File: src/rtl/subslot_pkg.sv
// subslot_pkg: shared state type and constants for the subslot expander probe.
// Build option: SUBSLOT_PROBE_DUAL_PATTERN_EN adds a second inverted-pattern check.
`timescale 1ns/1ps
package subslot_pkg;

   // Expander control register lives at the top byte of every primary slot.
   localparam logic [15:0] EXPANDER_ADDR        = 16'hFFFF;
   localparam logic [7:0]  DEFAULT_TEST_PATTERN = 8'h5A;
   localparam int unsigned DEFAULT_ACK_TIMEOUT  = 64;

   typedef enum logic [3:0] {
      StIdle,
      StRdOrig,
      StWrTest,
      StRdTest,
`ifdef SUBSLOT_PROBE_DUAL_PATTERN_EN
      StWrTest2,
      StRdTest2,
`endif
      StWrRestore,
      StGap,
      StNext,
      StDone
   } probe_state_e;

   // True for transaction states that drive a bus write.
   function automatic logic is_write_state(probe_state_e st);
      logic wr;
      wr = 1'b0;
      case (st)
         StWrTest:    wr = 1'b1;
`ifdef SUBSLOT_PROBE_DUAL_PATTERN_EN
         StWrTest2:   wr = 1'b1;
`endif
         StWrRestore: wr = 1'b1;
         default:     wr = 1'b0;
      endcase
      return wr;
   endfunction

endpackage

File: src/rtl/subslot_probe_xfer.sv
// subslot_probe_xfer: completion/timeout engine for one probe bus transaction.
// The sequencer owns bus_req; this block qualifies acks and times out silent slots.
`timescale 1ns/1ps
module subslot_probe_xfer
   import subslot_pkg::*;
#(
   parameter int unsigned ACK_TIMEOUT = DEFAULT_ACK_TIMEOUT
) (
   input  logic clk,
   input  logic reset_n,
   input  logic req,
   input  logic ack,
   output logic xfer_done,
   output logic xfer_timeout
);

   localparam int unsigned CntW = $clog2(ACK_TIMEOUT + 1);

   logic [CntW-1:0] cnt_q;

   // Wait counter: req is always low for at least one cycle between transactions,
   // so clearing while low restarts the count on every req rising edge.
   always_ff @(posedge clk or negedge reset_n) begin
      if (!reset_n) begin
         cnt_q <= '0;
      end else if (!req) begin
         cnt_q <= '0;
      end else if (!ack) begin
         cnt_q <= cnt_q + CntW'(1);
      end
   end

   // Acks while no request is outstanding are ignored.
   assign xfer_done    = req & ack;
   // Fires in the last allowed cycle so req is high for exactly ACK_TIMEOUT cycles.
   assign xfer_timeout = req & ~ack & (cnt_q == CntW'(ACK_TIMEOUT - 1));

endmodule

File: src/rtl/subslot_probe.sv
// subslot_probe: boot-time initiator that probes primary slots 0..3 for a subslot
// expander at 16'hFFFF (write pattern, expect inverted echo, restore original byte).
// Build option: define SUBSLOT_PROBE_DUAL_PATTERN_EN to also write ~pattern and
// expect the plain pattern back, rejecting stuck or partially decoded latches.
`timescale 1ns/1ps
module subslot_probe
   import subslot_pkg::*;
#(
   parameter logic [7:0]  TEST_PATTERN = DEFAULT_TEST_PATTERN,
   parameter int unsigned ACK_TIMEOUT  = DEFAULT_ACK_TIMEOUT
) (
   input  logic        clk,
   input  logic        reset_n,
   input  logic        start,
   output logic        busy,
   output logic        done,
   output logic [1:0]  probe_slot,
   output logic        bus_req,
   output logic        bus_wr,
   output logic [15:0] bus_addr,
   output logic [7:0]  bus_wdata,
   input  logic        bus_ack,
   input  logic [7:0]  bus_rdata,
   output logic [3:0]  expander_found,
   output logic [3:0]  timeout_err
);

   probe_state_e state_q;
   probe_state_e after_gap_q;  // transaction to launch when GAP ends
   logic [7:0]   orig_q;
   logic         hit_q;
   logic         xfer_done;
   logic         xfer_timeout;
   logic [7:0]   wdata_next;

   subslot_probe_xfer #(
      .ACK_TIMEOUT (ACK_TIMEOUT)
   ) u_xfer (
      .clk          (clk),
      .reset_n      (reset_n),
      .req          (bus_req),
      .ack          (bus_ack),
      .xfer_done    (xfer_done),
      .xfer_timeout (xfer_timeout)
   );

   assign bus_addr = bus_req ? EXPANDER_ADDR : 16'h0000;

   // Write data for the transaction launched out of GAP. An expander inverts reads,
   // so its original byte is ~orig; plain RAM gets its raw byte back.
   always_comb begin
      wdata_next = 8'h00;
      case (after_gap_q)
         StWrTest:    wdata_next = TEST_PATTERN;
`ifdef SUBSLOT_PROBE_DUAL_PATTERN_EN
         StWrTest2:   wdata_next = ~TEST_PATTERN;
`endif
         StWrRestore: wdata_next = hit_q ? ~orig_q : orig_q;
         default:     wdata_next = 8'h00;
      endcase
   end

   // Probe sequencer: walks each slot through read/test/restore; all outputs registered.
   always_ff @(posedge clk or negedge reset_n) begin
      if (!reset_n) begin
         state_q        <= StIdle;
         after_gap_q    <= StIdle;
         orig_q         <= 8'h00;
         hit_q          <= 1'b0;
         busy           <= 1'b0;
         done           <= 1'b0;
         probe_slot     <= 2'd0;
         bus_req        <= 1'b0;
         bus_wr         <= 1'b0;
         bus_wdata      <= 8'h00;
         expander_found <= 4'h0;
         timeout_err    <= 4'h0;
      end else begin
         done <= 1'b0;
         case (state_q)
            StIdle: begin
               if (start) begin
                  expander_found <= 4'h0;
                  timeout_err    <= 4'h0;
                  probe_slot     <= 2'd0;
                  busy           <= 1'b1;
                  bus_req        <= 1'b1;
                  bus_wr         <= 1'b0;
                  bus_wdata      <= 8'h00;
                  state_q        <= StRdOrig;
               end
            end
            StGap: begin
               bus_req   <= 1'b1;
               bus_wr    <= is_write_state(after_gap_q);
               bus_wdata <= wdata_next;
               state_q   <= after_gap_q;
            end
            StNext: begin
               if (probe_slot == 2'd3) begin
                  done    <= 1'b1;
                  busy    <= 1'b0;
                  state_q <= StDone;
               end else begin
                  probe_slot <= probe_slot + 2'd1;
                  bus_req    <= 1'b1;
                  bus_wr     <= 1'b0;
                  bus_wdata  <= 8'h00;
                  state_q    <= StRdOrig;
               end
            end
            StDone: begin
               state_q <= StIdle;
            end
            default: begin
               // Transaction states: bus_req is high for the whole state.
               if (xfer_done) begin
                  bus_req <= 1'b0;
                  case (state_q)
                     StRdOrig: begin
                        orig_q      <= bus_rdata;
                        after_gap_q <= StWrTest;
                        state_q     <= StGap;
                     end
                     StWrTest: begin
                        after_gap_q <= StRdTest;
                        state_q     <= StGap;
                     end
                     StRdTest: begin
                        hit_q       <= (bus_rdata == ~TEST_PATTERN);
`ifdef SUBSLOT_PROBE_DUAL_PATTERN_EN
                        after_gap_q <= StWrTest2;
`else
                        after_gap_q <= StWrRestore;
`endif
                        state_q     <= StGap;
                     end
`ifdef SUBSLOT_PROBE_DUAL_PATTERN_EN
                     StWrTest2: begin
                        after_gap_q <= StRdTest2;
                        state_q     <= StGap;
                     end
                     StRdTest2: begin
                        hit_q       <= hit_q & (bus_rdata == TEST_PATTERN);
                        after_gap_q <= StWrRestore;
                        state_q     <= StGap;
                     end
`endif
                     StWrRestore: begin
                        expander_found[probe_slot] <= hit_q;
                        state_q                    <= StNext;
                     end
                     default: begin
                        state_q <= StIdle;
                     end
                  endcase
               end else if (xfer_timeout) begin
                  // Silent slot: abandon the remaining transactions for it.
                  bus_req                    <= 1'b0;
                  timeout_err[probe_slot]    <= 1'b1;
                  expander_found[probe_slot] <= 1'b0;
                  state_q                    <= StNext;
               end
            end
         endcase
      end
   end

endmodule
File: config.mk
export PLATFORM = sky130hd
export DESIGN_NAME = subslot_probe
export DESIGN_NICKNAME = d
export VERILOG_FILES = /design/src/rtl/subslot_pkg.sv /design/src/rtl/subslot_probe_xfer.sv /design/src/rtl/subslot_probe.sv
export SDC_FILE = /design/constraint.sdc
export NUM_CORES = 1
export LEC_CHECK = 0
export ABC_AREA = 0
export ABC_CLOCK_PERIOD_IN_PS = 2500
export BUFFER_PORTS_ARGS = -buffer_cell sky130_fd_sc_hd__clkbuf_2
export CORE_ASPECT_RATIO = 1.75
export CORE_MARGIN = 2
export CORE_UTILIZATION = 25
export DETAILED_ROUTE_END_ITERATION = 8
export SYNTH_ARGS = -nofsm -noshare
export SYNTH_HDL_FRONTEND = slang
export SYNTH_SLANG_ARGS = --single-unit
File: constraint.sdc
create_clock -name clk -period 2.5 [get_ports clk]
set_input_delay 0 -clock clk [delete_from_list [all_inputs] [get_ports clk]]
set_output_delay 0 -clock clk [all_outputs]
set_load 0.1 [all_outputs]
==> reports/qor_table.md <==
| Metric | This run | Unit |
| --- | --- | --- |
| Status | completed | - |
| Worst Path Max Fanout | 23 | - |
| Hold WC Path Type | in -> reg | - |
| Slew @ Worst Pin | 0.680 | ns |
| Post-synth EDFFs | 0 | - |
| Cell at the root of the clock tree | clkbuf_16 | - |
| Via count of the first global-routing pass | 1,735 | - |
| Die footprint | 10,000 | µm² |
| Total of flip-flops plus latches after synthesis | 44 | - |
| Number of vias in the routed layout | 1,745 | - |
| Endpoint arrival time on the critical path | 2.14 | ns |
| Max-slew violation total from the final report | 0 | - |
| Clock Skews | 0.00655 | ns |
| TritonCTS clock tree | built | - |
| Ys Warns | 0 | - |
| Required time at the worst-slack endpoint | 2.67 | ns |
| Number of antenna violations at the first check in global routing | 0 | - |
| Largest net degree at the start of global routing | 26 | - |
| Sequential cell area | 1100 | µm² |
| Net count of the finished layout | 279 | - |
| Buffers on Ports | 49 | - |
| Inserted Clock Buffers | 5 | - |
| Count of cells along the worst hold path | 3 | - |
| Syn nets | 236 | - |
| Tightest slew margin relative to the limit | 54.2 | % |
| CORE AREA | 9040 | µm² |
| Antenna Violating Nets Remaining | 0 | - |
| Final min period | 1.97 | ns |
| Maximum clock frequency | 508 | MHz |
| Number of library cell types mapped by synthesis | 44 | - |
| Global-route total usage across every layer | 10.4 | % |
| Summed instance area of the synthesized netlist | 2300 | µm² |
| Clock Path Buffers | 2 | - |
| Die outline width | 76.5 | µm |
| Post-Route Setup TNS | 0 | ns |
| Post-detail-place hpwl | 3.82 | mm |
| Share of the clock period used by the worst path after layout | 78.8 | % |
| Buffers inserted by post-CTS timing repair | 0 | - |
| Critical path startpoint category | register | - |
| TritonRoute pass-1 iters | 4 | - |
| Std cell rows | 46 | - |
| Total Wirelength | 5.04 | mm |
| Number of sinks driven by the clock tree | 44 | - |
| Number of fillers in the final layout | 946 | - |
| Class of the most critical setup path | reg -> reg | - |
| Initial core utilization | 25.5 | % |
| Clock Pin Slew Worst Setup and Hold Paths | 0.06 | ns |
| Wire length of the first global-routing pass | 8.20 | mm |
| Cell taking the most area after synthesis | dfrtp_1 | - |
| Latest clock arrival within the worst-skew pair | 0.28 | ns |
| Count of cells along the worst register-to-register path | 3 | - |
| Fraction of the yosys area taken by sequential cells | 47.8 | % |
| Depth of the CTS H-tree | 2 | - |
| Remaining global-route overflow | 0 | - |
| Synth area leaders | dfrtp_1, buf_4, mux2_4, nand2_1, o2bb2ai_1 | - |
| Remaining design rule violation count | 0 | - |
| Average instance area after synthesis | 10.5 | µm² |
| Multi-input logic area | 1010 | µm² |
| Per-cell via count in the routed design | 4.56 | - |
| Most common flop cell mapped by yosys | dfrtp_1 | - |
| Number of top-level pins | 50 | - |
| Post-place instance area | 2540 | µm² |
| Asr flop ratio synth | 100 | % |
| Layout cells sized above 1 | 28.1 | % |
| Commonest cells after routing, fill and taps aside | clkbuf_2, dfrtp_1, nand2_1 | - |
| Non-Filler Cell Area, Final | 2810 | µm² |
| Vertical extent of the die | 131 | µm |
| Antenna Cells | 0 | - |
| Synth-to-layout area growth | 22.2 | % |
| Synthesized instance count | 219 | - |
| Synth top area share | 47.8 | % |
| Most common cell after layout, fill and taps aside | clkbuf_2 | - |
| RePlAce Congestion | 0.807 | - |
| Total setup violations reported at the end of the flow | 0 | - |
| Setup repair after global routing missed its margin | false | - |
| Maximum capacitance violations | 0 | - |
| Share of the core filled with cells | 31.1 | % |
| Avg WL per Cell | 13.1 | µm |
| Initial DRC count | 60 | - |
| Final Hold Violating Endpoints | 0 | - |
| Endpoint class of the critical path | register | - |
## registers in the layout, indices dropped and copies added (netlist names)
register	cells
timeout_err	4
probe_slot	2
u_xfer.cnt_q	7
expander_found	4
bus_wr	1
bus_req	1
busy	1
hit_q	1
state_q	3
after_gap_q	3
done	1
orig_q	8
bus_wdata	8
## path summary, 6_finish.rpt
kind                                   end  slack [ns]           start
setup / recovery                 orig_q[0]        0.53         bus_req
hold / removal             u_xfer.cnt_q[0]        0.13         bus_ack
setup reg to reg                 orig_q[0]        0.53         bus_req
hold reg to reg             timeout_err[3]        0.47  timeout_err[3]
max in group asynchronous             busy        1.50         reset_n
min in group asynchronous  u_xfer.cnt_q[3]        0.27         reset_n
## area by class of cell
| class | count | area share, % |
|---|---|---|
| clock buffers | 7 | 5.42 |
| clock inverters | 1 | 1.07 |
| inverters | 7 | 0.934 |
| multi-input cells | 145 | 35.9 |
| flip-flops and latches | 44 | 39.2 |
| well taps | 120 | 5.34 |
| repair buffers | 59 | 12.2 |
## stage by stage
| stage | std cells | setup slack [ns] | hold WS, ns |
|---|---|---|---|
| after floorplan | 219 | 0.400 | -0.296 |
| after global placement | 366 | 0.572 | 0.0379 |
| after detailed placement | 366 | 0.533 | 0.0541 |
| after CTS | 383 | 0.515 | 0.135 |
| after global routing | 383 | 0.436 | 0.159 |
| final | 383 | 0.531 | 0.129 |
## synthesized netlist by cell type (5+ instances only)
cell type	number
nand3_1	8
mux2_4	8
nand2_1	21
ha_1	5
inv_1	6
nor2_1	13
dfrtp_1	44
a21oi_1	10
buf_4	16
o2bb2ai_1	9
nor3b_1	7
xor2_1	7
xnor2_1	7
o21ai_0	14
## worst max-delay path, stage by stage, from the launching register on
cell	delay, ns
dfrtp_2	0.56
nand2_2	0.13
or4b_1	0.77
mux2_4	0.38
## cells by family after synthesis
logic type / after synthesis / synth area share (%)
flip-flops: 44 / 47.8
adder cells (fa/ha/maj): 5 / 2.72
AND/OR/NAND/NOR: 76 / 18.6
XOR/XNOR: 14 / 5.33
buffers and inverters: 30 / 8.32
AO/OA/AOI/OAI: 41 / 11.5
multiplexers: 9 / 5.65
## timing repair
| item | in CTS | in global routing |
|---|---|---|
| hold buffers | 9 | 0 |
| resized for setup | 0 | 0 |
| endpoints found under the hold margin | 32 | 0 |
## per-layer routing
metal / vias to the layer above / part of all wire, % / GRT usage, %
met4: 0 / 2.1 / 4.60
met1: 851 / 38 / 10.4
met3: 9 / 4.4 / 2.61
met2: 50 / 56 / 20.2
met5: - / 0 / 0
li1: 835 / - / -
Power is not shown: default switching activity piles up to over one toggle a cycle in this logic, so the estimate is an artifact.
